$ cat config.mk
export PLATFORM = sky130hd
export DESIGN_NAME = bypass_clk_flat
export DESIGN_NICKNAME = d
export VERILOG_FILES = /design/src/rtl/bypass_clk_if.sv /design/src/rtl/bypass_clk.sv /design/src/flat_wrapper.sv
export SDC_FILE = /design/constraint.sdc
export NUM_CORES = 1
export LEC_CHECK = 0
export BUFFER_PORTS_ARGS = -buffer_cell sky130_fd_sc_hd__buf_2
export CAP_MARGIN = 25
export CORE_AREA = 2 2 39 41
export DETAILED_ROUTE_END_ITERATION = 10
export DIE_AREA = 0 0 41 43
export HOLD_SLACK_MARGIN = 0.03
export REMOVE_ABC_BUFFERS = 1
export SYNTH_ARGS = -nofsm -noshare
export SYNTH_HDL_FRONTEND = slang
export SYNTH_SLANG_ARGS = --single-unit
$ cat constraint.sdc
create_clock -name CLK -period 0.8 [get_ports CLK]
set_input_delay 0.04 -clock CLK [delete_from_list [all_inputs] [get_ports CLK]]
set_output_delay 0.04 -clock CLK [all_outputs]
set_load 0.005 [all_outputs]
$ cat src/rtl/bypass_clk_if.sv
// bypass_clk_if: push-button, overflow and step-pulse signals of bypass_clk.
// Master drives PUSH/OVERFLOW; slave (the generator) drives SIG.
interface bypass_clk_if;
  logic PUSH;
  logic OVERFLOW;
  logic SIG;

  modport master (
    output PUSH,
    output OVERFLOW,
    input  SIG
  );

  modport slave (
    input  PUSH,
    input  OVERFLOW,
    output SIG
  );
endinterface

$ cat src/rtl/bypass_clk.sv
// bypass_clk: push button -> one-cycle step pulse, sticky halt on overflow.
// BYPASS_CLK_DEBOUNCE_EN enables the DEBOUNCE_CYCLES debouncer.
module bypass_clk #(
  parameter int DEBOUNCE_CYCLES = 1
) (
  input  logic         CLK,
  input  logic         RST,
  bypass_clk_if.slave  bus
);

  if (DEBOUNCE_CYCLES < 1 || DEBOUNCE_CYCLES > 255) begin : g_param_chk
    $error("DEBOUNCE_CYCLES out of range 1..255");
  end

  logic r_s1;
  logic r_s2;
  logic r_db;
  logic r_halt;
  logic r_sig;
  logic w_rise;
  logic w_block;

  always_ff @(posedge CLK or posedge RST) begin
    if (RST) begin
      r_s1 <= 1'b0;
      r_s2 <= 1'b0;
    end else begin
      r_s1 <= bus.PUSH;
      r_s2 <= r_s1;
    end
  end

`ifdef BYPASS_CLK_DEBOUNCE_EN
  localparam logic [7:0] LP_LAST = 8'(DEBOUNCE_CYCLES - 1);

  logic [7:0] r_cnt;

  // db rises on the same edge the press is accepted
  assign w_rise = r_s2 & ~r_db & (r_cnt == LP_LAST);

  always_ff @(posedge CLK or posedge RST) begin
    if (RST) begin
      r_db  <= 1'b0;
      r_cnt <= 8'd0;
    end else if (r_s2 == r_db) begin
      r_cnt <= 8'd0;
    end else if (r_cnt == LP_LAST) begin
      r_db  <= r_s2;
      r_cnt <= 8'd0;
    end else begin
      r_cnt <= r_cnt + 8'd1;
    end
  end
`else
  assign w_rise = r_s2 & ~r_db;

  always_ff @(posedge CLK or posedge RST) begin
    if (RST) begin
      r_db <= 1'b0;
    end else begin
      r_db <= r_s2;
    end
  end
`endif

  // overflow on this edge already blocks the pulse
  assign w_block = bus.OVERFLOW | r_halt;

  always_ff @(posedge CLK or posedge RST) begin
    if (RST) begin
      r_halt <= 1'b0;
      r_sig  <= 1'b0;
    end else begin
      r_halt <= r_halt | bus.OVERFLOW;
      r_sig  <= w_rise & ~w_block;
    end
  end

  assign bus.SIG = r_sig;

endmodule

$ cat src/flat_wrapper.sv
// flat-port wrapper written by rule: the top's interface ports become plain ports
module bypass_clk_flat 
#(
  parameter int DEBOUNCE_CYCLES = 1
)
  (CLK, RST, bus_PUSH, bus_OVERFLOW, bus_SIG);
  bypass_clk_if bus_i ();
  input  logic CLK;
  input  logic RST;
  input wire logic [$bits(bus_i.PUSH)-1:0] bus_PUSH;
  input wire logic [$bits(bus_i.OVERFLOW)-1:0] bus_OVERFLOW;
  output wire logic [$bits(bus_i.SIG)-1:0] bus_SIG;
  assign bus_i.PUSH = bus_PUSH;
  assign bus_i.OVERFLOW = bus_OVERFLOW;
  assign bus_SIG = bus_i.SIG;
  bypass_clk #(.DEBOUNCE_CYCLES(DEBOUNCE_CYCLES)) u_core (.CLK(CLK), .RST(RST), .bus(bus_i));
endmodule
==> results of run 1 <==
-- per-stage QoR --
step	total power (uW)	utilization	setup slack, ns	hold slack (ns)
3_5_place_dp	282.7	0.1374	0.06628	-0.06028
6_report	575.2	0.1745	0.05249	0.2473
5_1_grt	606.4	0.1745	0.02643	0.2869
4_1_cts	590.7	0.1781	0.01484	0.2516
3_3_place_gp	280.9	0.1374	0.09546	-0.07120
2_1_floorplan	272.4	-	0.1075	-0.1815
-- final timing paths --
check / slack (ns) / cells after the start / end / startpoint
worst max-delay path: 0.05 / 1 / bus_SIG / u_core.bus.SIG$_DFF_PP0_
worst min-delay path: 0.25 / 3 / u_core.bus.SIG$_DFF_PP0_ / RST
worst max register to register: 0.07 / 1 / u_core.r_halt$_DFF_PP0_ / u_core.r_halt$_DFF_PP0_
worst min register to register: 0.34 / 0 / u_core.r_s2$_DFF_PP0_ / u_core.r_s1$_DFF_PP0_
max in group asynchronous: 0.39 / 3 / u_core.r_s1$_DFF_PP0_ / RST
min in group CLK: 0.34 / 0 / u_core.r_s2$_DFF_PP0_ / u_core.r_s1$_DFF_PP0_
-- state kept, by name, summed over array words and instances, names as in the netlist --
name and count:
u_core.r_halt 1, u_core.r_s2 1, u_core.bus.SIG 1, u_core.r_s1 1, u_core.r_db 1
-- what timing repair did --
action | 4_1_cts | 5_1_grt
endpoints found under the setup margin | 0 | 1
hold buffers | 3 | 0
hold endpoints to repair | 7 | 0
-- layout make-up --
| type | count | area, sq um | area share |
|---|---|---|---|
| Clock buffer | 4 | 26.28 | 0.1088 |
| Inverter | 1 | 3.754 | 0.01554 |
| Multi-Input combinational cell | 2 | 21.27 | 0.08808 |
| Sequential cell | 5 | 125.1 | 0.5181 |
| Tap cell | 16 | 20.02 | 0.08290 |
| Timing Repair Buffer | 6 | 45.04 | 0.1865 |
-- cell usage in the layout, fill, tap and decap left out --
| cell | instances |
|---|---|
| clkbuf_4 | 3 |
| inv_1 | 1 |
| nor4b_2 | 1 |
| dlygate4sd3_1 | 3 |
| clkbuf_1 | 1 |
| or2_1 | 1 |
| dfrtp_1 | 5 |
| buf_2 | 3 |
-- power groups by stage --
| stage | clock (uW) | combinational (uW) | sequential, uW |
|---|---|---|---|
| after floorplan | 0 | 5.14 | 267 |
| after global placement | 0 | 12.9 | 268 |
| after detailed placement | 0 | 14.1 | 269 |
| after CTS | 300 | 25.8 | 265 |
| after global routing | 315 | 26.2 | 265 |
| final | 287 | 23.1 | 265 |
-- worst min-delay path, delay by kind of cell --
kind,cells,cell delay (ns)
buffers and inverters,3,0.80
-- routing by layer --
| metal | routed length (microns) | track usage | up-vias |
|---|---|---|---|
| met5 | 0 | 0 | - |
| li1 | - | - | 44 |
| met4 | 0 | 0.02000 | 0 |
| met2 | 134 | 0.06250 | 8 |
| met3 | 24 | 0.04712 | 0 |
| met1 | 122 | 0.04590 | 42 |
-- kinds of logic (layout without fill, tap and decap cells) --
group,after synthesis,after routing
buf+inv,1,11
flops,5,5
simple gates,2,2
==> flow_metrics.env, run 1 <==
export IMPL_yosysWarnings=0
export IMPL_synthFlopType="dfrtp_1"
export IMPL_cts_sinks=5
export IMPL_fmax_mhz=1338
export IMPL_netlist_area_sq_um=150.1
export IMPL_dieArea_sq_um=1763
export IMPL_synth_simple_area_share=0.1417
export IMPL_dp_cells=28
export IMPL_cp_start_kind="register"
export IMPL_p_int_uw=464.3
export IMPL_htreeDepth=1
export IMPL_io_buffers=4
export IMPL_rows=14
export IMPL_drt_iter0_markers=0
export IMPL_cts_clk_slew_worst_paths_ns=0.04
export IMPL_postRouteAntennaNets=0
export IMPL_chipWidth_microns=41
export IMPL_antenna_found_initial=0
export IMPL_clock_skew_ns=0.002814
export IMPL_grt_pass1_wl_microns=489
export IMPL_gp_congestion=0.5477
export IMPL_synthMuxAreaShare=0
export IMPL_cts_tree="built"
export IMPL_post_drt_wl_per_cell_microns=8.265
export IMPL_min_period_over_period=0.9344
export IMPL_synth_adder_area_share=0
export IMPL_numCtsBuffers=3
export IMPL_crit_path_max_incr_delay_ns=0.34
export IMPL_wl_microns=281
export IMPL_nets=23
export IMPL_synth_top_area_cell="dfrtp_1"
export IMPL_vias=94
export IMPL_area_growth_pct=60.83
export IMPL_synth_area_leaders="dfrtp_1 (83%), nor4b_2 (10%), or2_1 (4.2%), inv_1 (2.5%)"
export IMPL_p_clk_frac=0.499
export IMPL_grt_overflow_total=0
export IMPL_slew_violations=0
export IMPL_dieHeight_microns=43
export IMPL_drc_errors=0
export IMPL_hold_viol_final=0
export IMPL_cp_end_kind="output port"
export IMPL_ctsResizeCount=0
export IMPL_setup_viol=0
export IMPL_combPwrFrac=0.040
export IMPL_synth_top_family_by_area="simple AND/OR/NAND/NOR gates"
export IMPL_tightest_slew_ns=0.1791
export IMPL_cp_cell_sequence="buf_2"
export IMPL_nFillCells=143
export IMPL_yosysSeqAreaShare=0.8333
export IMPL_max_cap_violations=0
export IMPL_path_delay_family="flip-flops"
export IMPL_placed_area_sq_um=190.2
export IMPL_ys_seq_elements=5
export IMPL_synth_edf_count=0
export IMPL_yosysMostFrequentCell="dfrtp_1"
export IMPL_final_cells=34
export IMPL_initial_utilization=0.1085
export IMPL_post_cts_buffers=0
export IMPL_path_class="register to output port"
export IMPL_synth_commonest_cells="dfrtp_1 (5), inv_1 (1), nor4b_2 (1), or2_1 (1)"
export IMPL_clock_path_buffers=2
export IMPL_synth_xor_area_share=0
export IMPL_tns_ns=0
export IMPL_synth_compound_area_share=0
export IMPL_finalInstanceArea_sq_um=241.5
export IMPL_drive_gt1_frac=0.3889
export IMPL_synth_top_area_frac=0.8333
export IMPL_path_max_fanout=1
export IMPL_ys_async_sr_fraction=1.000
export IMPL_core_area_sq_um=1384
export IMPL_cp_arrival_ns=0.71
export IMPL_ir_worst_vdd_mv=0.7555
export IMPL_antenna_cells=0
export IMPL_synthCells=8
export IMPL_grt_max_degree=6
export IMPL_min_path_type="input pin to asynchronous set/reset pin"
export IMPL_first_pass_iters=1
export IMPL_synth_cell_types=4
export IMPL_p_per_area_nw_per_um2=2382
export IMPL_rsz0062_at_grt="no"
export IMPL_via_per_inst=2.765
export IMPL_io_pins=5
export IMPL_cp_slowest_cell="dfrtp_1"
export IMPL_status="finished clean"
export IMPL_grt_pass1_vias=125
export IMPL_switching_share=0.1928
export IMPL_min_period_ns=0.7475
export IMPL_clock_latency_ns=0.24
export IMPL_power_switching_uw=110.9
export IMPL_crit_buf_inv=1
export IMPL_p_leak_uw=0.0001065
export IMPL_seq_power_share=0.461
export IMPL_track_usage=0.04646
export IMPL_synth_avg_cell_area_sq_um=18.77
export IMPL_worstPathRequired_ns=0.76
export IMPL_slew_headroom=0.8803
export IMPL_root_buffer="clkbuf_4"
Power figures use the tool's default switching activity.
==> run 2, diff against run 1 <==
Clock period 0.8 ns to 0.9 ns, I/O delays scaled along.
==> run 2 against run 1 <==
Total power decreased by 11%. Die area did not move. Sequential share of layout area shrank 1.1 points. Non-clock buffer count up 1. Final area is 2.1% higher. Critical endpoint is now u_core.r_halt$_DFF_PP0_.
==> flow_metrics.env, run 2 (same netlist as run 1, synthesis figures left out) <==
export IMPL_numCtsBuffers=3
export IMPL_path_delay_family="buffers and inverters"
export IMPL_ir_worst_vdd_mv=0.6857
export IMPL_fin_util=0.1781
export IMPL_gp_congestion=0.5477
export IMPL_cp_start_kind="input pin"
export IMPL_p_clk_frac=0.498
export IMPL_postRouteAntennaNets=0
export IMPL_switching_share=0.1932
export IMPL_via_per_inst=2.829
export IMPL_final_cells=35
export IMPL_clock_path_buffers=2
export IMPL_dieArea_sq_um=1763
export IMPL_cp_end_kind="register"
export IMPL_clock_skew_ns=0.002353
export IMPL_finalInstanceArea_sq_um=246.5
export IMPL_p_per_area_nw_per_um2=2082
export IMPL_antenna_cells=0
export IMPL_track_usage=0.04646
export IMPL_dieHeight_microns=43
export IMPL_finalWorstSetupSlack_ns=0.09644
export IMPL_startpoint="bus_OVERFLOW"
export IMPL_final_common_cell="dfrtp_1"
export IMPL_tns_ns=0
export IMPL_initial_utilization=0.1085
export IMPL_fmax_mhz=1244
export IMPL_io_buffers=4
export IMPL_htreeDepth=1
export IMPL_r2r_cells=1
export IMPL_drive_gt1_frac=0.4211
export IMPL_final_cell_mix="dfrtp_1 (5), buf_2 (4), clkbuf_4 (3), dlygate4sd3_1 (3)"
export IMPL_clock_latency_ns=0.24
export IMPL_grt_pass1_wl_microns=489
export IMPL_worstPathRequired_ns=1.02
export IMPL_min_period_over_period=0.8928
export IMPL_path_class="input pin to register"
export IMPL_tightest_slew_ns=0.1766
export IMPL_drc_errors=0
export IMPL_power_switching_uw=99.16
export IMPL_p_leak_uw=0.0001102
export IMPL_cp_cell_sequence="dlygate4sd3_1 -> buf_2 -> or2_1"
export IMPL_cp_arrival_ns=0.92
export IMPL_first_pass_iters=1
export IMPL_reg2reg_setup_slack_ns=0.16
export IMPL_post_drt_wl_per_cell_microns=8.257
export IMPL_antenna_found_initial=0
export IMPL_slew_violations=0
export IMPL_vias=99
export IMPL_cts_sinks=5
export IMPL_chipWidth_microns=41
export IMPL_setup_viol=0
export IMPL_min_path_type="input pin to asynchronous set/reset pin"
export IMPL_pre_cts_ws_ns=0.1663
export IMPL_reg2reg_from="u_core.r_halt$_DFF_PP0_"
export IMPL_wl_microns=289
export IMPL_area_growth_pct=64.17
export IMPL_cp_slowest_cell="dlygate4sd3_1"
export IMPL_root_buffer="clkbuf_4"
export IMPL_max_cap_violations=0
export IMPL_combPwrFrac=0.044
export IMPL_path_max_fanout=2
export IMPL_grt_overflow_total=0
export IMPL_cts_tree="built"
export IMPL_worstReg2RegEnd="u_core.r_halt$_DFF_PP0_"
export IMPL_cts_clk_slew_worst_paths_ns=0.04
export IMPL_min_period_ns=0.8036
export IMPL_grt_max_degree=6
export IMPL_dp_cells=28
export IMPL_placed_area_sq_um=190.2
export IMPL_crit_buf_inv=2
export IMPL_hold_viol_final=0
export IMPL_rsz0062_at_grt="no"
export IMPL_p_int_uw=414.1
export IMPL_seq_power_share=0.459
export IMPL_nets=24
export IMPL_grt_pass1_vias=125
export IMPL_rows=14
export IMPL_drt_iter0_markers=0
export IMPL_io_pins=5
export IMPL_crit_path_max_incr_delay_ns=0.53
export IMPL_status="finished clean"
export IMPL_core_area_sq_um=1384
export IMPL_slew_headroom=0.8820
export IMPL_post_cts_buffers=0
-- run 2: cell count changes in the layout (fill, tap and decap cells not counted), sizes merged --
cell,previous run,this run
buf,3,4
-- run 2: per-stage QoR --
step | hold slack (ns) | power, uW
after detailed placement | -0.05528 | 251.3
after CTS | 0.2566 | 525.1
after floorplan | -0.1765 | 242.1
after global routing | 0.2919 | 541.0
after global placement | -0.06620 | 249.7
final | 0.2525 | 513.3
-- run 2: power by group through the flow --
stage / clock (uW) / combinational [uW] / sequential [uW]
detailed placement: 0 / 12.6 / 239
CTS: 267 / 22.9 / 236
finish: 255 / 22.5 / 235
floorplan: 0 / 4.57 / 238
global placement: 0 / 11.5 / 238
global route: 280 / 25.2 / 236
-- run 2: cell type report --
cell class / count / area (sq um)
clock buffer: 4 / 26.28
fill: 142 / 1137
inverter: 1 / 3.754
multi-input combinational: 2 / 21.27
sequential: 5 / 125.1
tap: 16 / 20.02
timing repair buffer: 7 / 50.05
-- run 2: worst max-delay path by stage --
stage | endpoint | slack, ns | depth (start not counted)
2_1_floorplan | u_core.r_halt$_DFF_PP0_ | 0.21 | 1
3_3_place_gp | u_core.r_halt$_DFF_PP0_ | 0.20 | 1
3_5_place_dp | u_core.r_halt$_DFF_PP0_ | 0.17 | 1
4_1_cts | u_core.r_halt$_DFF_PP0_ | 0.11 | 3
5_1_grt | u_core.r_halt$_DFF_PP0_ | 0.09 | 3
6_report | u_core.r_halt$_DFF_PP0_ | 0.1 | 3
-- run 2: routing by layer --
metal	GRT usage	part of all wire	wire, microns
met5	0	0	0
met2	0.06250	0.48	139
met3	0.04712	0.083	24
met1	0.04590	0.43	125
met4	0.02000	0	0
-- run 2: timing repair --
item                                   4_1_cts  5_1_grt
hold buffers                                 3        0
gates resized for setup                      0        0
endpoints found under the hold margin        7        0
